File: config.mk
export PLATFORM = sky130hd
export DESIGN_NAME = config_readback_tx_flat
export DESIGN_NICKNAME = d
export VERILOG_FILES = /design/src/rtl/config_readback_tx_if.sv /design/src/rtl/config_readback_tx.sv /design/src/flat_wrapper.sv
export SDC_FILE = /design/constraint.sdc
export NUM_CORES = 1
export LEC_CHECK = 0
export CORE_AREA = 2 2 127 129
export DETAILED_ROUTE_END_ITERATION = 7
export DIE_AREA = 0 0 129 131
export PLACE_DENSITY_LB_ADDON = 0.1
export REMOVE_ABC_BUFFERS = 1
export SLEW_MARGIN = 20
export SYNTH_ARGS = -nofsm -noshare
export SYNTH_HDL_FRONTEND = slang
export SYNTH_SLANG_ARGS = --single-unit
File: constraint.sdc
create_clock -name clk_i -period 7.2 [get_ports clk_i]
set_clock_uncertainty 0.05 [all_clocks]
set_input_delay 1.44 -clock clk_i [delete_from_list [all_inputs] [get_ports clk_i]]
set_output_delay 1.44 -clock clk_i [all_outputs]
set_load 0.005 [all_outputs]
File: src/rtl/config_readback_tx_if.sv
// config_readback_tx_if
//   Bundles the two streams around config_readback_tx:
//     word side : word_data_i[31:0], word_valid_i -> word_ready_o
//     byte side : in_data_o[7:0], in_valid_o -> in_ready_i
//   Signal names keep the block's port names so traces read the same as the
//   block description. The "slave" modport is the readback block itself; the
//   "master" modport is whatever surrounds it (eFPGA word source + usb_cdc IN).
//
//   Handshake rule for both streams: a transfer happens at a rising edge where
//   valid & ready are both high; once valid is raised, valid and data hold
//   steady until that transfer; valid never depends combinationally on ready.
interface config_readback_tx_if;
  logic [31:0] word_data_i;
  logic        word_valid_i;
  logic        word_ready_o;
  logic [7:0]  in_data_o;
  logic        in_valid_o;
  logic        in_ready_i;

  modport master (
    output word_data_i, word_valid_i, in_ready_i,
    input  word_ready_o, in_data_o, in_valid_o
  );

  modport slave (
    input  word_data_i, word_valid_i, in_ready_i,
    output word_ready_o, in_data_o, in_valid_o
  );
endinterface

File: src/rtl/config_readback_tx.sv
// config_readback_tx
//   Return path of the configuration link: buffers 32-bit readback/status
//   words from the eFPGA side in a small FIFO and serializes each one into
//   bytes for the usb_cdc IN channel.
//
// Parameters
//   FIFO_DEPTH : word FIFO depth, power of two, at least 2.
//   MSB_FIRST  : 1 sends bits [31:24] first, 0 sends bits [7:0] first.
//
// Ports
//   clk_i        : system clock, rising edge.
//   reset_i      : synchronous active-high reset.
//   bus          : config_readback_tx_if.slave (word stream in, byte stream out).
//   busy_o       : FIFO non-empty or a word is being sent.
//   word_count_o : words fully transmitted, wraps at 16 bits.
//   state_dbg_o  : current FSM state (0 = IDLE, 1 = SEND).
//
// Build option
//   READBACK_CHECKSUM_EN : when defined, every word is followed by a fifth
//   byte holding the XOR of its four data bytes, and the word is counted only
//   once that byte transfers.
module config_readback_tx #(
  parameter int FIFO_DEPTH = 4,
  parameter bit MSB_FIRST  = 1'b1
) (
  input  logic                 clk_i,
  input  logic                 reset_i,
  config_readback_tx_if.slave  bus,
  output logic                 busy_o,
  output logic [15:0]          word_count_o,
  output logic                 state_dbg_o
);

  localparam int AW = $clog2(FIFO_DEPTH);

`ifdef READBACK_CHECKSUM_EN
  localparam logic [2:0] LAST = 3'd4;
`else
  localparam logic [2:0] LAST = 3'd3;
`endif

  typedef enum logic {IDLE = 1'b0, SEND = 1'b1} state_t;

  state_t      state_q, state_d;
  logic [2:0]  byte_idx_q, byte_idx_d;
  logic [31:0] shreg_q;
  logic [15:0] word_count_q;

  // Pointers carry one extra wrap bit so full and empty are distinguishable.
  logic [31:0] mem [FIFO_DEPTH];
  logic [AW:0] wr_ptr_q, rd_ptr_q;
  logic        empty, full;
  logic        push, pop, xfer, word_done;
  logic [7:0]  lane;
  logic [7:0]  byte_out;

  assign empty = (wr_ptr_q == rd_ptr_q);
  assign full  = (wr_ptr_q[AW] != rd_ptr_q[AW]) &&
                 (wr_ptr_q[AW-1:0] == rd_ptr_q[AW-1:0]);

  // Ready comes only from registered pointers, so a pop in the same cycle
  // never opens room for a push into a full FIFO.
  assign push = bus.word_valid_i & ~full;
  assign xfer = (state_q == SEND) & bus.in_ready_i;

  // Next-state / control.
  always_comb begin
    state_d    = state_q;
    byte_idx_d = byte_idx_q;
    pop        = 1'b0;
    word_done  = 1'b0;
    case (state_q)
      IDLE: begin
        if (!empty) begin
          pop        = 1'b1;
          byte_idx_d = 3'd0;
          state_d    = SEND;
        end
      end
      SEND: begin
        if (xfer) begin
          if (byte_idx_q == LAST) begin
            word_done  = 1'b1;
            byte_idx_d = 3'd0;
            // Reload straight from the FIFO so consecutive words stream
            // without an idle cycle between them.
            if (!empty) pop = 1'b1;
            else        state_d = IDLE;
          end else begin
            byte_idx_d = byte_idx_q + 3'd1;
          end
        end
      end
      default: state_d = IDLE;
    endcase
  end

  always_ff @(posedge clk_i) begin
    if (reset_i) begin
      state_q    <= IDLE;
      byte_idx_q <= 3'd0;
    end else begin
      state_q    <= state_d;
      byte_idx_q <= byte_idx_d;
    end
  end

  // Datapath: pointers, shift register, counter.
  always_ff @(posedge clk_i) begin
    if (reset_i) begin
      wr_ptr_q     <= '0;
      rd_ptr_q     <= '0;
      shreg_q      <= '0;
      word_count_q <= '0;
    end else begin
      if (push) wr_ptr_q <= wr_ptr_q + (AW+1)'(1);
      if (pop) begin
        shreg_q  <= mem[rd_ptr_q[AW-1:0]];
        rd_ptr_q <= rd_ptr_q + (AW+1)'(1);
      end
      if (word_done) word_count_q <= word_count_q + 16'd1;
    end
  end

  // Storage needs no reset; the pointers define what is valid.
  always_ff @(posedge clk_i) begin
    if (push) mem[wr_ptr_q[AW-1:0]] <= bus.word_data_i;
  end

  // Byte selection from the held word; driven to zero outside SEND.
  always_comb begin
    lane = 8'h00;
    case (byte_idx_q[1:0])
      2'd0: lane = MSB_FIRST ? shreg_q[31:24] : shreg_q[7:0];
      2'd1: lane = MSB_FIRST ? shreg_q[23:16] : shreg_q[15:8];
      2'd2: lane = MSB_FIRST ? shreg_q[15:8]  : shreg_q[23:16];
      default: lane = MSB_FIRST ? shreg_q[7:0] : shreg_q[31:24];
    endcase
    byte_out = lane;
`ifdef READBACK_CHECKSUM_EN
    if (byte_idx_q == LAST)
      byte_out = shreg_q[31:24] ^ shreg_q[23:16] ^ shreg_q[15:8] ^ shreg_q[7:0];
`endif
    if (state_q != SEND) byte_out = 8'h00;
  end

  assign bus.word_ready_o = ~full;
  assign bus.in_valid_o   = (state_q == SEND);
  assign bus.in_data_o    = byte_out;
  assign busy_o           = ~empty | (state_q == SEND);
  assign word_count_o     = word_count_q;
  assign state_dbg_o      = state_q;

endmodule

File: src/flat_wrapper.sv
// flat-port wrapper written by rule: the top's interface ports become plain ports
module config_readback_tx_flat 
#(
  parameter int FIFO_DEPTH = 4,
  parameter bit MSB_FIRST  = 1'b1
)
  (clk_i, reset_i, busy_o, word_count_o, state_dbg_o, bus_word_data_i, bus_word_valid_i, bus_in_ready_i, bus_word_ready_o, bus_in_data_o, bus_in_valid_o);
  config_readback_tx_if bus_i ();
  input  logic clk_i;
  input  logic reset_i;
  output logic busy_o;
  output logic [15:0] word_count_o;
  output logic state_dbg_o;
  input wire logic [$bits(bus_i.word_data_i)-1:0] bus_word_data_i;
  input wire logic [$bits(bus_i.word_valid_i)-1:0] bus_word_valid_i;
  input wire logic [$bits(bus_i.in_ready_i)-1:0] bus_in_ready_i;
  output wire logic [$bits(bus_i.word_ready_o)-1:0] bus_word_ready_o;
  output wire logic [$bits(bus_i.in_data_o)-1:0] bus_in_data_o;
  output wire logic [$bits(bus_i.in_valid_o)-1:0] bus_in_valid_o;
  assign bus_i.word_data_i = bus_word_data_i;
  assign bus_i.word_valid_i = bus_word_valid_i;
  assign bus_i.in_ready_i = bus_in_ready_i;
  assign bus_word_ready_o = bus_i.word_ready_o;
  assign bus_in_data_o = bus_i.in_data_o;
  assign bus_in_valid_o = bus_i.in_valid_o;
  config_readback_tx #(.FIFO_DEPTH(FIFO_DEPTH), .MSB_FIRST(MSB_FIRST)) u_core (.clk_i(clk_i), .reset_i(reset_i), .bus(bus_i), .busy_o(busy_o), .word_count_o(word_count_o), .state_dbg_o(state_dbg_o));
endmodule
Yosys cells after proc, flatten, opt, wreduce, memory -nomap -nowiden
Memory sizes are Yosys's and may differ from the RTL's. A register that Yosys moved wholly into a read port is not among the register bits.
Cells that the tools add are included.
{ "classes": {"eq_ne": 8, "n_mux": 18, "reduce_logical": 3, "addsub": 4, "bitwise": 6} }
{ "ops": {"columns": ["cell", "n"], "rows": [
  ["8-bit one-hot mux with 3 select lines", 1],
  ["16-bit by 1-bit adder with 16-bit output (second input constant)", 1],
  ["1-bit two-way mux", 10],
  ["3-bit by 1-bit adder with 3-bit output (second input constant)", 3],
  ["3-bit two-way mux", 3],
  ["8-bit two-way mux", 1],
  ["3-bit one-hot mux with 2 select lines", 1],
  ["2-bit != test (second input constant)", 2],
  ["1-bit one-hot mux with 2 select lines", 2],
  ["3-bit by 2-bit == test with 1-bit output (second input constant)", 1],
  ["3-bit == test", 1],
  ["1-bit inverter", 3],
  ["1-bit bitwise AND", 2],
  ["2-bit by 1-bit == test with 1-bit output (second input constant)", 1],
  ["2-bit == test", 1],
  ["2-bit == test (second input constant)", 1],
  ["2-bit logical NOT", 1],
  ["2-bit AND reduction", 1],
  ["1-bit logical AND", 1],
  ["1-bit != test", 1],
  ["1-bit OR", 1]
]} }
{ "totals": {"out_inout_bits": 28, "word_cells": 45, "n_memories": 1, "ramBits": 128, "register_bits": 26, "in_bits": 36} }
{ "memory_table": {"columns": ["memory", "depth", "word_bits", "rd", "rd_ports_with_merged_regs", "wr", "line", "rtl"], "rows": [
  ["u_core.mem", 4, 32, 1, 1, 1, "config_readback_tx.sv:50", "logic [31:0] mem [FIFO_DEPTH];"]
]} }

Longest topological paths before layout
{ "depth": {"word_depth": 6, "ltp_mapped": 7, "mapped_depth_nobuf": 6} }

Worst setup path after synthesis
OpenSTA, ideal clock, no wires.
{ "synth_path": {"path_kind": "input to register", "startpoint": "input port bus_word_valid_i", "endpoint": "memory u_core.mem[0][0] (enable)", "required_ns": 6.758, "path_slack_ns": 4.286, "path_buffers": 0, "path_stages": 2, "t_arrival_ns": 2.472, "setup_ns": 0.392, "path_cell_list": "o31a_1 > and2_1"} }
{ "synth_via": {"elab_chain_cells": 3} }
{ "synth_lines": {"columns": ["element", "line", "rtl"], "rows": [
  ["start: declaration", "flat_wrapper.sv:15", "input wire logic [$bits(bus_i.word_valid_i)-1:0] bus_word_valid_i;"],
  ["1-bit bitwise AND", "config_readback_tx.sv:63", "assign push = bus.word_valid_i & ~full;"],
  ["1-bit two-way mux", "config_readback_tx.sv:127", "if (push) mem[wr_ptr_q[AW-1:0]] <= bus.word_data_i;"],
  ["1-bit two-way mux (not written as such)", "config_readback_tx.sv:127", null],
  ["end: declaration", "config_readback_tx.sv:50", null]
]} }
Every way passes these cells.

Final worst setup path
{ "layout_path": {"startpoint": "register u_core.rd_ptr_q[0]", "endpoint": "output port busy_o"} }
{ "layout_via": {"elab_chain_cells": 3} }
{ "layout_lines": {"columns": ["element", "line", "rtl"], "rows": [
  ["start: declaration", "config_readback_tx.sv:51", "logic [AW:0] wr_ptr_q, rd_ptr_q;"],
  ["start signal: assignment", "config_readback_tx.sv:119", "rd_ptr_q <= rd_ptr_q + (AW+1)'(1);"],
  ["3-bit == test", "config_readback_tx.sv:57", "assign empty = (wr_ptr_q == rd_ptr_q);"],
  ["1-bit inverter", "config_readback_tx.sv:150", "assign busy_o = ~empty | (state_q == SEND);"],
  ["1-bit OR", "config_readback_tx.sv:150", null],
  ["end: declaration", "flat_wrapper.sv:11", "output logic busy_o;"]
]} }
Every way passes these cells.

==> results.txt <==
- Post-Route Hold Slack: 0.407 ns
- The worst setup path is captured at a primary output.
* Routed wl met3: 510 um
- Counting the buffers created by CTS gives 17.
* Largest family of logic cells by synthesized area: multiplexers
* Maximum number of pins on one net before global-route repair: 59
- Setup violations remaining at the end of the flow were counted as 0.
* Arr. time, crit path: 2.71 ns
- At the later pin of the worst-skew pair, clock insertion delay measures 0.43 ns.
- Core outline area: 0.0156 mm^2
- After routing, the total negative slack on setup checks comes to 0 ns.
* Wire length on met2: 6.97 mm
- Startpoint of the tightest hold check path: u_core.shreg_q[25]
* End of the worst register-to-register path: u_core.mem[2][18]
* Final critical path time including I/O delays and setup: 4.20 ns
* Area growth from synthesis to layout: 18.8%
* Tightest slew margin relative to the limit: 42.0%
* Post-synthesis adder-cell area fraction: 1.89%
- Counting flops with a built-in enable in the synthesized netlist gives 128.
- Instance count of the mapped netlist: 504
* Launch instance of the worst register-to-register path: u_core.rd_ptr_q[0]
- Number of antenna-violating nets in the routed design: 0
- The run finished with clean final reports.
- The worst setup path is of the register to primary output kind.
- The worst setup path is launched from a register.
- In this run the horizontal extent of the chip is 129 um.
- Final core utilization: 55.4%
* Placer's final routability congestion estimate: 0.727
- After detailed routing, the average wire length per cell comes to 17.3 um.
- The die covers 0.0169 mm^2.
* Clock transition time at the flip-flop clock pins of the worst setup and hold paths: 0.06 ns
- Tightest Pin Transition: 0.870 ns
- Reg area: 0.00501 mm^2
* Warnings, synthesis: 0
* Total length of routed wires: 13.7 mm
- Top cell type's share of synthesized area: 52.8%
- Worst hold stages: 2
* Detailed Routing Iterations Pass 1: 5
* Filler Cells Inserted: 1294
* Syn Area/Cell: 14.4 um^2
- After Yosys synthesis, XOR and XNOR cells account for 1.69% of the synthesized area.
* Commonest register cell after synthesis: edfxtp_1
- In the final layout, the share of cells above drive strength 1 is 13.0%.
* Fmax achieved: 0.238 GHz
* Crit path required time: 5.71 ns
- The detailed router put a total of 6.04 mm of wire on met1.
* Number of sinks on the clock net: 186
- The first global-routing pass estimated 21.7 mm of wire.
- Worst-path fanout max: 35
- In this run the vertical extent of the chip is 131 um.
* Count of pins on the block boundary: 64
- Counting flops and latches in the post-synthesis netlist gives 186.
- For this run, asynchronously set or reset flops after synthesis account for 0%.
- Clk Tree Root Cell: clkbuf_16
- The path with the worst hold slack has its endpoint at u_core.shreg_q[25].
- Summing every instance area after synthesis gives 0.00727 mm^2.
- Summing the areas of all compound-gate instances in the mapped netlist gives 6.33% of the synthesized area.
* Number of design rule violations left after detail routing: 0
- The worst hold path belongs to the class register to register.
- Global routing used 17.4% of the available tracks across all layers.
- The commonest cells after synthesis are 128 x edfxtp_1, 77 x nand2_1, 58 x dfxtp_1.
* Total congestion overflow: 0
* Initial core utilization: 46.6%
- The HPWL after detailed placement is 8.15 mm.
- In the routed layout, each cell is associated on average with a via count of 5.32.
* Final nets: 609
- By area the synthesized netlist is led by edfxtp_1 53%, dfxtp_1 16%, mux4_2 9.9%.
* Diodes inserted: 0
* Post-CTS setup repair buffer count: 0
- Power comes to 2.77 mW.
- Worst reg-to-reg path cell count: 5
- Multiplexer share of the synthesized area: 10.0%
- Counting along the longest clock path gives a buffer depth of 2.
- Detailed routing inserted a total of 4206 vias.
- Reg2Reg Setup Slack: 4.41 ns
- The count of buffers added on input and output ports is 63.
- Post-CTS repair changed the size of 0 cells.
- Among all cell types in the netlist, the one instantiated most often is edfxtp_1.
* Sequential share of the synthesized area: 68.8%
* VDD IR max: 0.166 mV
- Setup repair after global routing left no endpoint under its margin.
* Number of antenna violations at the first check in global routing: 0
- The hold violation total from the final report came to 0.
- Power density relative to cell area: 321 mW/mm^2
- The H-tree was split into 4 levels.
- Across the run, the number of max-cap violations was 0.
- Of the total synthesized cell area, the portion taken by AND, OR, NAND and NOR gates is 8.76%.
- Signal routing reaches up to met4.
- TritonCTS built the clock tree.
- Summing all multi-input logic gate instances after layout gives 0.00210 mm^2.
- The max-slew violation count came to 0.
* Total number of placement rows: 46
- For this design the static power due to leakage is 2.83 nW.
* Tcrit/Tclk final: 58.4%
- Detailed Route Iter0 Violations: 239
- Buffers inserted to repair hold after CTS numbered 0.
* Cell type with the highest aggregate area in the netlist: edfxtp_1
- The via count of the first global-routing pass was 4193.
- Unique cell type count in the Yosys netlist: 38
## cell type report
cell class,instances,area share [%]
Tap cell,216,3.13
Sequential cell,186,58.0
Clock inverter,13,1.09
Multi-Input combinational cell,278,24.3
Timing Repair Buffer,70,7.88
Inverter,9,0.391
Clock buffer,19,5.26
## worst max-delay path by stage
| stage | slack (ns) | depth (start not counted) | start | to |
|---|---|---|---|---|
| finish | 3.00 | 5 | u_core.rd_ptr_q[0] | busy_o |
| global route | 2.59 | 5 | u_core.rd_ptr_q[0] | busy_o |
| CTS | 2.92 | 5 | u_core.rd_ptr_q[0] | busy_o |
| detailed placement | 3.40 | 5 | u_core.rd_ptr_q[0] | busy_o |
| global placement | 3.42 | 5 | u_core.rd_ptr_q[0] | busy_o |
| floorplan | 3.30 | 3 | u_core.rd_ptr_q[0] | busy_o |
## cells in the final DEF, fill, tap and decap left out, types with 2 or more instances in the layout
cell type,count
ha_1,11
dfxtp_1,57
a21oi_1,55
and2_1,4
nor2_1,28
xor2_1,8
clkbuf_16,18
edfxtp_1,128
xnor2_1,6
buf_4,8
nand2_1,77
or3_1,9
inv_1,8
nor4_1,2
clkinv_4,5
a222oi_1,8
inv_4,3
mux4_2,32
o21ai_0,9
clkdlybuf4s50_1,62
and4_1,2
clkinv_2,3
nand3_1,7
nand4_1,3
nor3_1,2
## worst max-delay path, cell delays in order (launching register included)
cell	delay [ns]
dfxtp_2	0.31
buf_4	0.56
xor2_1	0.35
nor4_1	0.45
inv_1	0.13
clkdlybuf4s50_1	0.47
## flip-flops by register name, indices dropped and copies added, names as in the netlist
signal / count
u_core.rd_ptr_q: 3
u_core.mem: 128
u_core.bus.in_valid_o: 1
u_core.byte_idx_q: 3
u_core.word_count_o: 16
u_core.shreg_q: 32
u_core.wr_ptr_q: 3
## per-layer routing
metal  up-vias  GRT usage (%)
met5         -              0
met4         0           6.20
met3        16           4.56
met2        85           29.3
met1      2098           21.9
li1       2007              -
## power by group
part,internal (mW),switching (mW)
combinational,0.262,0.328
clock,0.464,0.391
sequential,1.27,0.0594
## stage by stage
step | instance area [um^2] | worst slack (ns) | instances
2_1_floorplan | 7130 | 3.30 | 473
3_3_place_gp | 8090 | 3.42 | 759
3_5_place_dp | 8090 | 3.40 | 759
4_1_cts | 8640 | 2.92 | 791
5_1_grt | 8640 | 2.59 | 791
6_report | 8640 | 3.00 | 791
## cells by family (layout without fill, tap and decap cells)
| logic type | after synthesis | after routing |
|---|---|---|
| DFF | 186 | 186 |
| muxes | 33 | 33 |
| and+or+nand+nor | 142 | 142 |
| adders and majority gates | 11 | 11 |
| xor gates and xnor gates | 14 | 14 |
| buffers and inverters | 40 | 111 |
| AOI/OAI and AO/OA | 78 | 78 |
No activity file was read; power rests on OpenSTA's default activity.
==> patch 1, RTL diff (same settings) <==
`FIFO_DEPTH` is set to 4 in 2 places; all go to 2.
--- a/src/rtl/config_readback_tx.sv
+++ b/src/rtl/config_readback_tx.sv
@@ -20,7 +20,7 @@
 //   byte holding the XOR of its four data bytes, and the word is counted only
 //   once that byte transfers.
 module config_readback_tx #(
-  parameter int FIFO_DEPTH = 4,
+  parameter int FIFO_DEPTH = 2,
   parameter bit MSB_FIRST  = 1'b1
 ) (
   input  logic                 clk_i,
--- a/src/flat_wrapper.sv
+++ b/src/flat_wrapper.sv
@@ -1,7 +1,7 @@
 // flat-port wrapper written by rule: the top's interface ports become plain ports
 module config_readback_tx_flat 
 #(
-  parameter int FIFO_DEPTH = 4,
+  parameter int FIFO_DEPTH = 2,
   parameter bit MSB_FIRST  = 1'b1
 )
   (clk_i, reset_i, busy_o, word_count_o, state_dbg_o, bus_word_data_i, bus_word_valid_i, bus_in_ready_i, bus_word_ready_o, bus_in_data_o, bus_in_valid_o);
Formal check against the unedited RTL: not equivalent (Yosys sat finds a counterexample within 4 cycles, from zero or initial values and one cycle with reset_i high).
==> patch 1 against the unedited design <==
Wire length fell by 28%; cell area down 29%; sequential power down 27%; power is 18% lower; area after synthesis shrank 35%; sequential cell count is 66 lower; worst setup slack improved by 250 ps; first-iteration DRC count down 18%; critical endpoint is now bus_in_data_o[6].
==> patch 1: results (changes against the unedited design) <==
- Crit path largest cell delay: 440 ps (-120 ps)
- Global-route wire length before repair: 15.5 mm (-29%)
- Worst r2r src: u_core.bus.in_valid_o
- HPWL Detailed: 5.84 mm (-28%)
- Area contributors post-synth: edfxtp_1 (41%), dfxtp_1 (24%), mux2i_1 (7.0%), a211oi_1 (5.1%), nor2_1 (4.0%)
- Seq/Total Area, Yosys: 64.3% (-4.5 points)
- Worst hold slack: 445 ps (+38.7 ps)
- Leakage: 2.04 nW (-28%)
- First drt pass iteration count: 6 (+1)
- Crit path DAT: 2460 ps (-250 ps)
- Via count: 3,098 (-26%)
- Largest net degree at the start of global routing: 68 (+15%)
- Skew-Pair Late Insertion Delay: 410 ps (-20 ps)
- Post-synth cell types: 37 (-2.6%)
- Worst-path clk slew: 60 ps (about the same)
- Total track usage: 12.2% (-5.2 points)
- Hold Path Class: reg -> reg
- Share of layout cells above drive strength 1: 9.45% (-3.6 points)
- Worst Hold Endpoint: u_core.word_count_o[15]
- Reg2Reg Setup Slack: 4630 ps (+220 ps)
- Worst hold start: u_core.word_count_o[15]
- Top post-synthesis cells by count: edfxtp_1 (64), dfxtp_1 (56), nor2_1 (51)
- Max Root-Sink Buffers: 2 (unchanged)
- Root Driver: clkbuf_16
- Cts bufs inserted: 17 (unchanged)
- Hold path depth: 2 (unchanged)
- Reg2Reg Depth: 4 (-1)
- I/O Buffers: 63 (unchanged)
- DRT iter0 DRCs: 196 (-18%)
- Post-synth ARST share: 0% (unchanged)
- Post-CTS resize count: 0 (unchanged)
- H-tree depth: 4 (unchanged)
- Number of antenna violations at the first check in global routing: 0 (unchanged)
- CP max FO: 8 (-77%)
- Status: completed
- Max reg flops: 64 (-50%)
- # Post-CTS Setup Buffers: 0 (unchanged)
- Routability Congestion: 0.747 (+2.7%)
- Nets: 484 (-21%)
- RR Endpoint: u_core.word_count_o[13]
- Slowest library cell on the worst path: clkdlybuf4s50_1
- Routed Wire Length: 9.80 mm (-28%)
- Top_reg_cell synth: edfxtp_1
- Yosys Warn Count: 0 (unchanged)
- Worst vdd ir: 0.180 mV (+8.3%)
- Least-Margin Pin Slew: 831 ps (-38.6 ps)
- Post-synth EDFFs: 64 (-50%)
- Antenna Cells: 0 (unchanged)
==> patch 1: changes by cell type in the layout (fill, tap and decap cells not counted), sizes merged, moves of 6 or more <==
cell / unedited run / this run
o21ai: 9 / 15
a211oi: 0 / 32
mux2i: 1 / 33
edfxtp: 128 / 64
nand2: 77 / 15
nor2: 28 / 51
mux4: 32 / 0
a21oi: 55 / 8
==> patch 1: area by class of cell <==
| class | count | area, sq um |
|---|---|---|
| clock buffer | 17 | 425 |
| timing repair buffer | 67 | 658 |
| clock inverter | 15 | 120 |
| tap | 216 | 270 |
| sequential | 120 | 3040 |
| multi-input combinational | 230 | 1570 |
| fill | 1517 | 9490 |
| inverter | 6 | 22.5 |
==> patch 1: cells by family (layout without fill, tap and decap cells) <==
logic type | count (synthesis) | in the layout | synth area share (%)
buffers and inverters | 31 | 105 | 2.83
AO/OA/AOI/OAI | 68 | 68 | 10.2
adder cells (fa/ha/maj) | 6 | 6 | 1.59
multiplexers | 33 | 33 | 6.98
AND/OR/NAND/NOR | 107 | 107 | 11.1
XOR/XNOR | 16 | 16 | 2.96
flip-flops | 120 | 120 | 64.3
==> patch 1: stage by stage <==
stage                     instance area [sq um]  worst slack, ps  std cells  power (mW)
final                                      6110             3250        671        2.27
after global routing                       6110             3070        671        2.40
after CTS                                  6110             3260        671        2.30
after detailed placement                   5560             3510        639        1.52
after global placement                     5560             3580        639        1.52
after floorplan                            4620             3380        356        1.33
==> patch 1: worst max path at each step <==
stage | to | from | depth (start not counted)
after floorplan | u_core.mem[0][0] | u_core.rd_ptr_q[0] | 3
after global placement | u_core.rd_ptr_q[1] | bus_in_ready_i | 6
after detailed placement | u_core.word_count_o[13] | bus_in_ready_i | 5
after CTS | bus_in_data_o[4] | u_core.byte_idx_q[0] | 6
after global routing | bus_in_data_o[7] | u_core.byte_idx_q[0] | 6
final | bus_in_data_o[6] | u_core.byte_idx_q[1] | 6
==> patch 1: worst max-delay path, delay by kind of cell (launching register included) <==
kind	cells	cell delay, ps
buffers and inverters	2	540
AO/OA/AOI/OAI	2	540
flip-flops	1	410
AND/OR/NAND/NOR	1	200
adder cells (fa/ha/maj)	1	350
==> patch 1: metal layers <==
metal,track usage (%),wire length (microns),vias up,part of all wire (%)
met5,0,0,-,0
met4,4.73,62,0,0.63
met3,4.48,456,6,4.7
met2,18.6,4470,72,46
met1,15.8,4810,1485,49
li1,-,-,1535,-
==> patch 1: power by group <==
group	internal, mW	leakage [nW]	switching, mW	total, mW
combinational	0.233	0.731	0.292	0.524
sequential	0.892	1.06	0.0849	0.977
clock	0.445	0.250	0.322	0.767
total	1.57	2.04	0.698	2.27
==> patch 2, RTL diff (config.mk and constraints unchanged) <==
Without the edit above. Reset style: asynchronous (`reset_i`), changed in 2 clocked blocks. Comments in the files are not updated.
--- a/src/rtl/config_readback_tx.sv
+++ b/src/rtl/config_readback_tx.sv
@@ -95,7 +95,7 @@
     endcase
   end
 
-  always_ff @(posedge clk_i) begin
+  always_ff @(posedge clk_i or posedge reset_i) begin
     if (reset_i) begin
       state_q    <= IDLE;
       byte_idx_q <= 3'd0;
@@ -106,7 +106,7 @@
   end
 
   // Datapath: pointers, shift register, counter.
-  always_ff @(posedge clk_i) begin
+  always_ff @(posedge clk_i or posedge reset_i) begin
     if (reset_i) begin
       wr_ptr_q     <= '0;
       rd_ptr_q     <= '0;
Formal check against the unedited RTL: differs if reset_i is asserted again (counterexample within 4 cycles, from zero or initial values and one cycle with reset_i high); with reset_i held inactive, the same outputs for 10 cycles.
==> patch 2 against the unedited design <==
Synthesized cell count fell by 22%; cell area rose by 2.6%; area after synthesis rose by 1.4%; non-clock buffer count rose by 1; core utilization rose by 1.4 points; via count fell by 12%; worst setup slack improved by 200 ps; clock power rose by 15%; power rose by 32%; sequential cell count did not move; sequential power rose by 19%; register-to-register slack improved by 600 ps; wire length rose by 0.23%; count of clock-buffer cells in the layout rose by 4; critical endpoint is now bus_in_data_o[0].
==> patch 2: results (changes against the unedited design) <==
- Top post-synthesis cells by count: edfxtp_1 (128), dfrtp_1 (58), mux2_2 (32), mux4_2 (32), nand2_1 (23)
- Worst hold start: u_core.word_count_o[15]
- Share of layout cells above drive strength 1: 22.1% (+9.1 points)
- Worst hold slack: 418 ps (+11.3 ps)
- Multi-input combinational area share: 22.0% (-2.3 points)
- First drt pass iteration count: 4 (-1)
- DRT iter0 DRCs: 236 (-1.3%)
- #MultiIn Comb: 185 (-33%)
- Area after DPL: 8230 sq um (+1.7%)
- Slew HR: 49.5% (+7.5 points)
- RR Endpoint: u_core.word_count_o[10]
- Min cycle time layout: 4010 ps (-198 ps)
- Placed instance count: 663 (-13%)
- Total track usage: 17.7% (+0.31 points)
- Nets: 513 (-16%)
- Status: completed
- Non-clk invs: 5 (-4)
- Reg2Reg Setup Slack: 5010 ps (+600 ps)
- Worst vdd ir: 0.211 mV (+27%)
- Adder-Cell Fraction of Synth Area: 1.87% (-0.027 points)
- Area contributors post-synth: edfxtp_1 (52%), dfrtp_1 (20%), mux4_2 (9.8%), mux2_2 (4.9%), ha_1 (1.9%)
- Clock Power Share: 26.9% (-4.0 points)
- Crit path DAT: 2520 ps (-190 ps)
- HPWL Detailed: 7.82 mm (-4.0%)
- Final instance area: 8860 sq um (+2.6%)
- Post-synth cell types: 33 (-13%)
- Post-synth ARST share: 31.2% (+31 points)
- Non-clk bufs: 71 (+1.4%)
- Crit path largest cell delay: 520 ps (-40 ps)
- Slowest library cell on the worst path: clkdlybuf4s50_1
patch 2: cell count changes after synthesis, sizes merged, moves of 6 or more:
cell    before  now
clkbuf      14    7
a21oi       55    0
nand2       77   23
or3          9    0
dfrtp        0   58
mux2         0   34
xnor2        6   13
dfxtp       58    0
buf         17   11
and3         1    9
nor2        28    4
patch 2: worst max path at each step:
stage / startpoint / end / slack, ps
after floorplan: u_core.rd_ptr_q[0] / busy_o / 3510
after global placement: bus_in_ready_i / u_core.rd_ptr_q[1] / 3730
after detailed placement: u_core.byte_idx_q[0] / bus_in_data_o[0] / 3700
after CTS: u_core.byte_idx_q[0] / bus_in_data_o[0] / 3230
after global routing: u_core.byte_idx_q[0] / bus_in_data_o[1] / 3030
final: u_core.byte_idx_q[0] / bus_in_data_o[0] / 3190
patch 2: per-layer routing:
layer	vias up	track usage, %	share of wire [%]
li1	1667	-	-
met1	1941	23.6	45
met2	88	29.0	50
met3	7	4.36	4.2
met4	0	5.75	0.65
met5	-	0	0
